$ cat config.mk
export PLATFORM = sky130hd
export DESIGN_NAME = cond_logic
export DESIGN_NICKNAME = d
export VERILOG_FILES = /design/src/rtl/cond_logic.sv
export SDC_FILE = /design/constraint.sdc
export NUM_CORES = 1
export LEC_CHECK = 0
export CORE_AREA = 2 2 39 41
export CTS_CLUSTER_DIAMETER = 100
export DETAILED_ROUTE_END_ITERATION = 12
export DIE_AREA = 0 0 41 43
export PLACE_DENSITY = 0.73
export SETUP_SLACK_MARGIN = 0.1
export SYNTH_ARGS = -nofsm -noshare
export SYNTH_HDL_FRONTEND = slang
export SYNTH_SLANG_ARGS = --single-unit
$ cat constraint.sdc
create_clock -name clk -period 1.75 [get_ports clk]
set_input_delay 0.2625 -clock clk [delete_from_list [all_inputs] [get_ports clk]]
set_output_delay 0.2625 -clock clk [all_outputs]
set_load 0.05 [all_outputs]
$ cat src/rtl/cond_logic.sv
// cond_logic: conditional-execution unit that gates PC/register/memory writes on a
// condition code and holds the architectural {N,Z,C,V} flags. Optional COND_STATS_EN macro adds execute/squash counters.
module cond_logic #(
  parameter int CNT_W = 32
) (
  input  logic             clk,
  input  logic             reset,
  input  logic [3:0]       Cond,
  input  logic [3:0]       ALUFlags,
  input  logic [1:0]       FlagW,
  input  logic             PCS,
  input  logic             RegW,
  input  logic             MemW,
  input  logic             NoWrite,
  input  logic             Stall,
  output logic             PCSrc,
  output logic             RegWrite,
  output logic             MemWrite,
  output logic             CondEx,
`ifdef COND_STATS_EN
  output logic [CNT_W-1:0] ExecCount,
  output logic [CNT_W-1:0] SquashCount,
`endif
  output logic [3:0]       Flags
);

  if (CNT_W < 1) begin : g_bad_cnt_w
    $error("cond_logic: CNT_W must be at least 1");
  end

  // Condition-code evaluation against {N,Z,C,V}; encoding 1111 is unsupported and never passes.
  function automatic logic cond_eval(input logic [3:0] cond, input logic [3:0] flags);
    logic n, z, c, v;
    logic pass;
    {n, z, c, v} = flags;
    case (cond)
      4'b0000: pass = z;
      4'b0001: pass = ~z;
      4'b0010: pass = c;
      4'b0011: pass = ~c;
      4'b0100: pass = n;
      4'b0101: pass = ~n;
      4'b0110: pass = v;
      4'b0111: pass = ~v;
      4'b1000: pass = c & ~z;
      4'b1001: pass = ~c | z;
      4'b1010: pass = (n == v);
      4'b1011: pass = (n != v);
      4'b1100: pass = ~z & (n == v);
      4'b1101: pass = z | (n != v);
      4'b1110: pass = 1'b1;
      default: pass = 1'b0;
    endcase
    return pass;
  endfunction

  logic [1:0] flags_nz_q, flags_nz_d;
  logic [1:0] flags_cv_q, flags_cv_d;
  logic       cond_ex_s;
  logic       upd_en_s;

  assign Flags = {flags_nz_q, flags_cv_q};

  // Write gating is purely combinational; Stall only freezes state, never these strobes.
  always_comb begin
    cond_ex_s = cond_eval(Cond, {flags_nz_q, flags_cv_q});
    CondEx    = cond_ex_s;
    PCSrc     = PCS & cond_ex_s;
    MemWrite  = MemW & cond_ex_s;
    RegWrite  = RegW & cond_ex_s & ~NoWrite;
    upd_en_s  = cond_ex_s & ~Stall;
  end

  // Each flag group loads independently; squashed or stalled instructions leave flags untouched.
  always_comb begin
    flags_nz_d = flags_nz_q;
    flags_cv_d = flags_cv_q;
    if (FlagW[1] && upd_en_s) begin
      flags_nz_d = ALUFlags[3:2];
    end else begin
      flags_nz_d = flags_nz_q;
    end
    if (FlagW[0] && upd_en_s) begin
      flags_cv_d = ALUFlags[1:0];
    end else begin
      flags_cv_d = flags_cv_q;
    end
  end

  // Flag register; reset wins over any pending write in the same cycle.
  always_ff @(posedge clk) begin
    if (reset) begin
      flags_nz_q <= 2'b00;
      flags_cv_q <= 2'b00;
    end else begin
      flags_nz_q <= flags_nz_d;
      flags_cv_q <= flags_cv_d;
    end
  end

`ifdef COND_STATS_EN
  logic [CNT_W-1:0] exec_cnt_q, exec_cnt_d;
  logic [CNT_W-1:0] squash_cnt_q, squash_cnt_d;

  assign ExecCount   = exec_cnt_q;
  assign SquashCount = squash_cnt_q;

  // Counters wrap naturally at 2^CNT_W.
  always_comb begin
    exec_cnt_d   = exec_cnt_q;
    squash_cnt_d = squash_cnt_q;
    if (Stall) begin
      exec_cnt_d   = exec_cnt_q;
      squash_cnt_d = squash_cnt_q;
    end else if (cond_ex_s) begin
      exec_cnt_d   = exec_cnt_q + {{(CNT_W-1){1'b0}}, 1'b1};
    end else begin
      squash_cnt_d = squash_cnt_q + {{(CNT_W-1){1'b0}}, 1'b1};
    end
  end

  // Statistics registers.
  always_ff @(posedge clk) begin
    if (reset) begin
      exec_cnt_q   <= {CNT_W{1'b0}};
      squash_cnt_q <= {CNT_W{1'b0}};
    end else begin
      exec_cnt_q   <= exec_cnt_d;
      squash_cnt_q <= squash_cnt_d;
    end
  end
`endif

endmodule

==> results of run 1 <==
-- metrics by stage --
| stage | setup TNS [ns] | instances | power [W] | utilization (%) | hold WS, ns |
|---|---|---|---|---|---|
| after floorplan | -0.596 | 56 | 0.000230 | - | 0.407 |
| after global placement | -3.54 | 103 | 0.000345 | 61.7 | 0.509 |
| after detailed placement | -3.79 | 103 | 0.000347 | 61.7 | 0.511 |
| after CTS | -0.792 | 110 | 0.000491 | 67.1 | 0.519 |
| after global routing | -1.05 | 109 | 0.000524 | 69.6 | 0.550 |
| final | -0.763 | 109 | 0.000491 | 69.6 | 0.518 |
-- state kept, by name (all words and copies together), names as in the netlist --
register,flops
flags_nz_q,2
flags_cv_q,2
-- worst min-delay path, cell delays in order, from the launching register on --
cell      delay [ns]
dfxtp_4         0.36
nand2b_1        0.07
mux2i_1         0.05
-- how the worst max path moves through the flow --
stage,cells after the start,to,slack (ns)
floorplan,5,RegWrite,-0.21
global placement,7,RegWrite,-0.48
detailed placement,7,RegWrite,-0.51
CTS,6,RegWrite,-0.23
global route,6,RegWrite,-0.31
finish,8,RegWrite,-0.24
-- repair_timing --
item                                    in CTS  in global routing
endpoints found under the setup margin       8                  8
pin swaps                                    4                  6
resized for setup                            9                 11
hold buffers                                 0                  0
buffers inserted                             3                  1
-- cells in the final DEF, fill, tap and decap left out, types with 2 or more instances in the layout --
cell type and count:
buf_4 14, xor2_2 2, mux2i_1 6, nor3b_2 3, a311oi_4 2, nor2b_1 2, nand2b_1 8, dfxtp_4 4
nand2_1 3, clkdlybuf4s50_1 12, buf_12 4, nor2b_2 2, clkbuf_4 3, inv_1 5, clkdlybuf4s15_1 2, nand2b_4 2
-- layer usage --
metal / wire length, um / vias to the layer above / global-route usage [%]
met3: 109 / 0 / 3.14
met5: 0 / - / 0
met4: 0 / 0 / 6.00
li1: - / 270 / -
met2: 698 / 19 / 28.4
met1: 522 / 249 / 19.6
-- final cells by class --
class / count / area [um2] / area share [%]
inverter: 5 / 18.8 / 1.95
tap: 16 / 20.0 / 2.08
multi-input combinational: 45 / 453 / 47.0
clock buffer: 4 / 26.3 / 2.73
sequential: 4 / 95.1 / 9.87
timing repair buffer: 35 / 350 / 36.4
-- power groups by stage --
| stage | registers (W) | clock network [W] | logic (W) |
|---|---|---|---|
| 6_report | 0.000102 | 0.000125 | 0.000263 |
| 2_1_floorplan | 0.000117 | 0 | 0.000114 |
| 4_1_cts | 0.000102 | 0.000133 | 0.000256 |
| 3_3_place_gp | 0.000104 | 0 | 0.000240 |
| 5_1_grt | 0.000103 | 0.000142 | 0.000279 |
| 3_5_place_dp | 0.000104 | 0 | 0.000243 |
-- cell families after synthesis --
group / Yosys count / synth area share [%]
AOI/OAI and AO/OA: 11 / 22.4
xor gates and xnor gates: 2 / 3.78
buffers and inverters: 7 / 6.76
DFF: 4 / 17.3
muxes: 7 / 15.4
and+or+nand+nor: 25 / 34.3
==> flow_summary.yaml, run 1 <==
run_status:
  status: "complete, but fails checks"
  failed_checks: "negative setup slack"
timing:
  tightestPinTransition_ns: 0.305
  fin_crit_sh_pct: 114
  drv_slew: 0
  fmax_mhz: 501
  finClkSkew_ns: 0.00445
  layout_min_cycle_time_ns: 1.99
  hold_viol_final: 0
  rsz0062_at_grt: "true"
  relSlewSlack_pct: 79.7
  setup_viol: 4
  finalWorstSetupSlack_ns: -0.245
power:
  p_seq_share_pct: 20.9
  p_leak_nw: 0.397
  p_sw_share_pct: 35.3
  p_switching_w: 0.000173
  combPwrFrac_pct: 53.5
  p_clk_share_pct: 25.6
  ir_drop_v: 0.000482
  p_int_w: 0.000317
  powerDensity_mw_per_mm2: 509
synthesis:
  synth_area_um2: 463
  synth_top_cell_by_area: "dfxtp_1"
  ys_seq_elements: 4
  synth.distinct_cells: 24
  ys.flop_type: "dfxtp_1"
  netlist_instances: 56
  yosysSeqAreaShare_pct: 17.3
  netlist_top_cells_count: "nand2b_1 (10), mux2i_1 (6), inv_1 (5)"
  synth_edf_count: 0
  syn_avg_cell_area_um2: 8.27
  yosys.cell_count.top_type: "nand2b_1"
  synth_fp_nets: 73
  async_reset_ff_share_pct: 0
  synth_area_leaders: "dfxtp_1 (17%), nand2b_1 (14%), mux2i_1 (13%)"
  yosys.area.top_type_share_pct: 17.3
  ys_warn_count: 0
critical_path:
  critical_path.max_stage_delay_ns: 0.32
  r2r-start: "flags_cv_q[0]$_SDFFE_PP0P_"
  reg2reg_depth: 6
  critPathArrivalTime_ns: 1.73
  start_kind: "input port"
  cp_top_family: "simple AND/OR/NAND/NOR gates"
  crit_type: "in -> out"
  crit_path_max_fanout: 4
  crit_required_ns: 1.49
  reg2reg_slack_ns: 0.11
  crit_path_start: "Cond[1]"
  cp_cell_sequence: "clkdlybuf4s15_1 -> buf_4 -> nor3b_2 -> a21oi_2 -> o32a_4 -> and3_4 -> nor3b_4 -> buf_12"
  r2r-end: "flags_nz_q[1]$_SDFFE_PP0P_"
  cp-end-kind: "output port"
  crit_buf_inv: 3
  cp_slowest_cell: "o32a_4"
detailed_routing:
  antenna_left: 0
  drtPass1Iterations: 2
  drc: 0
  avgRoutedWirePerCell_um: 12.2
  drt_iter0_drc: 2
  vias_per_cell: 4.94
  vias: 538
  drt_wl_total_um: 1330
cts:
  clkSlewWorstSetupHoldPaths_ns: 0.04
  cts.sink_count: 4
  cts_tree: "yes"
  cts_buffers: 3
  htreeDepth: 1
  cts_max_path_buffers: 2
  clk_latency_ns: 0.23
  cts_root_buf: "clkbuf_4"
final_layout:
  drive_gt1_share_pct: 48.4
  n_antenna_cell: 0
  final_net_count: 111
  design_area_um2: 963
  area_growth_pct: 108
  fillCellCount: 110
die:
  ioPinCount: 25
  die_h_um: 43
  die_area_mm2: 0.00176
  start_util_pct: 33.5
  core_mm2: 0.00138
  die_x_um: 41
  rows: 14
global_routing:
  grt.total_usage_pct: 16.8
  grt_pass1_vias: 521
  antenna_found_initial: 0
  grt_max_degree: 9
  gr-total-overflow: 0
  grt_pass1_wl_um: 2060
run:
  max_cap_viol_count: 0
placement:
  portBuffers: 24
  post-dp-hpwl_um: 1000
  dp_slack_ns: -0.508
  placed_area_um2: 853
  routabilityCongestion: 0.746
worst_hold_path:
  min_from: "flags_nz_q[0]$_SDFFE_PP0P_"
  min_path_cells: 2
  worst_hold_path.endpoint: "flags_nz_q[0]$_SDFFE_PP0P_"
  hp-class: "reg -> reg"
Note: power is estimated with default switching activity, not from simulation.
==> inputs of run 2 (changes only) <==
==> constraint.sdc (replaced) <==
create_clock -name clk -period 1.75 [get_ports clk]
set_input_delay 0.2625 -clock clk [delete_from_list [all_inputs] [get_ports clk]]
set_output_delay 0.2625 -clock clk [all_outputs]
set_load 0.01 [all_outputs]
==> flow_summary.yaml, run 2 (same netlist as run 1, synthesis figures left out) <==
cts:
  cts_max_path_buffers: 2
  clkSlewWorstSetupHoldPaths_ns: 0.04
  cts_buffers: 3
  cts_tree: "yes"
  htreeDepth: 1
  cts.sink_count: 4
  cts_root_buf: "clkbuf_4"
  ctsHoldBuffers: 0
  clk_latency_ns: 0.23
timing:
  relSlewSlack_pct: 79.6
  drv_slew: 0
  finalWorstSetupSlack_ns: -0.244
  layout_min_cycle_time_ns: 1.99
  fin_crit_sh_pct: 114
  tightestPinTransition_ns: 0.306
  fmax_mhz: 502
  rsz0062_at_grt: "true"
  setup_viol: 4
  setup-tns-final_ns: -0.889
  hold_viol_final: 0
  hold_ws_ns: 0.517
  finClkSkew_ns: 0.00381
placement:
  portBuffers: 24
  post-dp-hpwl_um: 1050
  dp_cells: 106
  routabilityCongestion: 0.713
detailed_routing:
  antenna_left: 0
  drt_iter0_drc: 3
  vias_per_cell: 5.04
  avgRoutedWirePerCell_um: 11.7
  vias: 559
  drc: 0
  drtPass1Iterations: 3
  drt_wl_total_um: 1300
die:
  die_x_um: 41
  rows: 14
  core_mm2: 0.00138
  ioPinCount: 25
  die_h_um: 43
  die_area_mm2: 0.00176
  start_util_pct: 33.5
final_layout:
  final_common_cell: "clkdlybuf4s50_1"
  final_net_count: 114
  largest_registers: "flags_cv_q x2, flags_nz_q x2"
  final_cell_mix: "clkdlybuf4s50_1 (16), buf_4 (12), nand2b_1 (8)"
  fillCellCount: 127
  area_growth_pct: 94.9
  final_cells: 111
  n_antenna_cell: 0
  drive_gt1_share_pct: 41.1
global_routing:
  grt_pass1_vias: 544
  gr-total-overflow: 0
  grt_max_degree: 9
  grt.total_usage_pct: 17.8
  grt_pass1_wl_um: 2170
  antenna_found_initial: 0
critical_path:
  crit_type: "reg -> out"
  crit_path_max_fanout: 6
  r2r-end: "flags_nz_q[1]$_SDFFE_PP0P_"
  start_kind: "flop"
  r2r-start: "flags_nz_q[1]$_SDFFE_PP0P_"
  crit_buf_inv: 2
  reg2reg_depth: 7
  reg2reg_slack_ns: 0.01
  critical_path.max_stage_delay_ns: 0.35
  cp_slowest_cell: "dfxtp_4"
  cp_cell_sequence: "mux2_4 -> o21ai_2 -> o211ai_1 -> and3_4 -> buf_6 -> nor3b_2 -> buf_2"
  cp_top_family: "flip-flops"
  cp-end-kind: "output port"
  crit_required_ns: 1.49
  crit_path_start: "flags_nz_q[1]$_SDFFE_PP0P_"
  critPathArrivalTime_ns: 1.73
power:
  p_switching_w: 0.000115
  powerDensity_mw_per_mm2: 447
  p_clk_share_pct: 27.4
  p_sw_share_pct: 28.5
  p_seq_share_pct: 25.2
  combPwrFrac_pct: 47.4
  p_int_w: 0.000288
  p_leak_nw: 0.377
  ir_drop_v: 0.000419
worst_hold_path:
  hp-class: "reg -> reg"
  min_path_cells: 2
  min_from: "flags_nz_q[0]$_SDFFE_PP0P_"
  worst_hold_path.endpoint: "flags_nz_q[0]$_SDFFE_PP0P_"
run:
  max_cap_viol_count: 0
run_status:
  status: "complete, but fails checks"
  failed_checks: "negative setup slack"
[run 2: worst min-delay path, cell delays in order, from the launching register on]
cell and delay [ns]:
dfxtp_2 0.34, nand2b_1 0.07, mux2i_1 0.05
[run 2: metal layers]
| layer | track usage, % | vias to the layer above | wire length (um) |
|---|---|---|---|
| met2 | 31.3 | 20 | 716 |
| met3 | 4.19 | 0 | 107 |
| met5 | 0 | - | 0 |
| met1 | 19.3 | 260 | 477 |
| li1 | - | 279 | - |
| met4 | 6.00 | 0 | 0 |
[run 2: power groups by stage]
stage / registers (W) / clock network (W) / logic (W)
floorplan: 0.000105 / 0 / 0.0000773
global placement: 0.000104 / 0 / 0.000172
detailed placement: 0.000104 / 0 / 0.000175
CTS: 0.000102 / 0.000115 / 0.000195
global route: 0.000103 / 0.000120 / 0.000208
finish: 0.000102 / 0.000110 / 0.000191
[run 2: through the flow]
stage	util, %	instance area [um2]	setup slack [ns]	power [W]
after floorplan	-	493	0.0525	0.000183
after global placement	59.0	817	-0.847	0.000276
after detailed placement	59.0	817	-0.902	0.000279
after CTS	65.8	911	-0.218	0.000413
after global routing	65.2	902	-0.360	0.000431
final	65.2	902	-0.244	0.000404
[run 2: cell type report]
type | count | area [um2] | area share, %
well taps | 16 | 20.0 | 2.22
flip-flops and latches | 4 | 90.1 | 9.99
clock buffers | 3 | 22.5 | 2.50
inverters | 5 | 18.8 | 2.08
multi-input cells | 45 | 414 | 45.9
repair buffers | 38 | 337 | 37.3
[run 2: worst max path at each step]
stage                     slack [ns]        to  cells past startpoint
after CTS                      -0.22  RegWrite                      7
final                          -0.24  RegWrite                      7
after global routing           -0.36  RegWrite                      7
after detailed placement       -0.90  RegWrite                      7
after global placement         -0.85  RegWrite                      7
after floorplan                 0.05  RegWrite                      6
[run 2: what timing repair did]
item / CTS / global route
gates resized for setup: 39 / 2
pin swaps: 7 / 3
endpoints found under the setup margin: 8 / 8
setup buffers: 8 / 0
==> inputs of run 3 (changes only) <==
--- a/config.mk
+++ b/config.mk
@@ -5,6 +5,7 @@
 export SDC_FILE = /design/constraint.sdc
 export NUM_CORES = 1
 export LEC_CHECK = 0
+export CAP_MARGIN = 10
 export CORE_AREA = 2 2 39 41
 export CTS_CLUSTER_DIAMETER = 100
 export DETAILED_ROUTE_END_ITERATION = 12
==> results of run 3 <==
Final layout, timing and power as in run 2 (identical DEF).
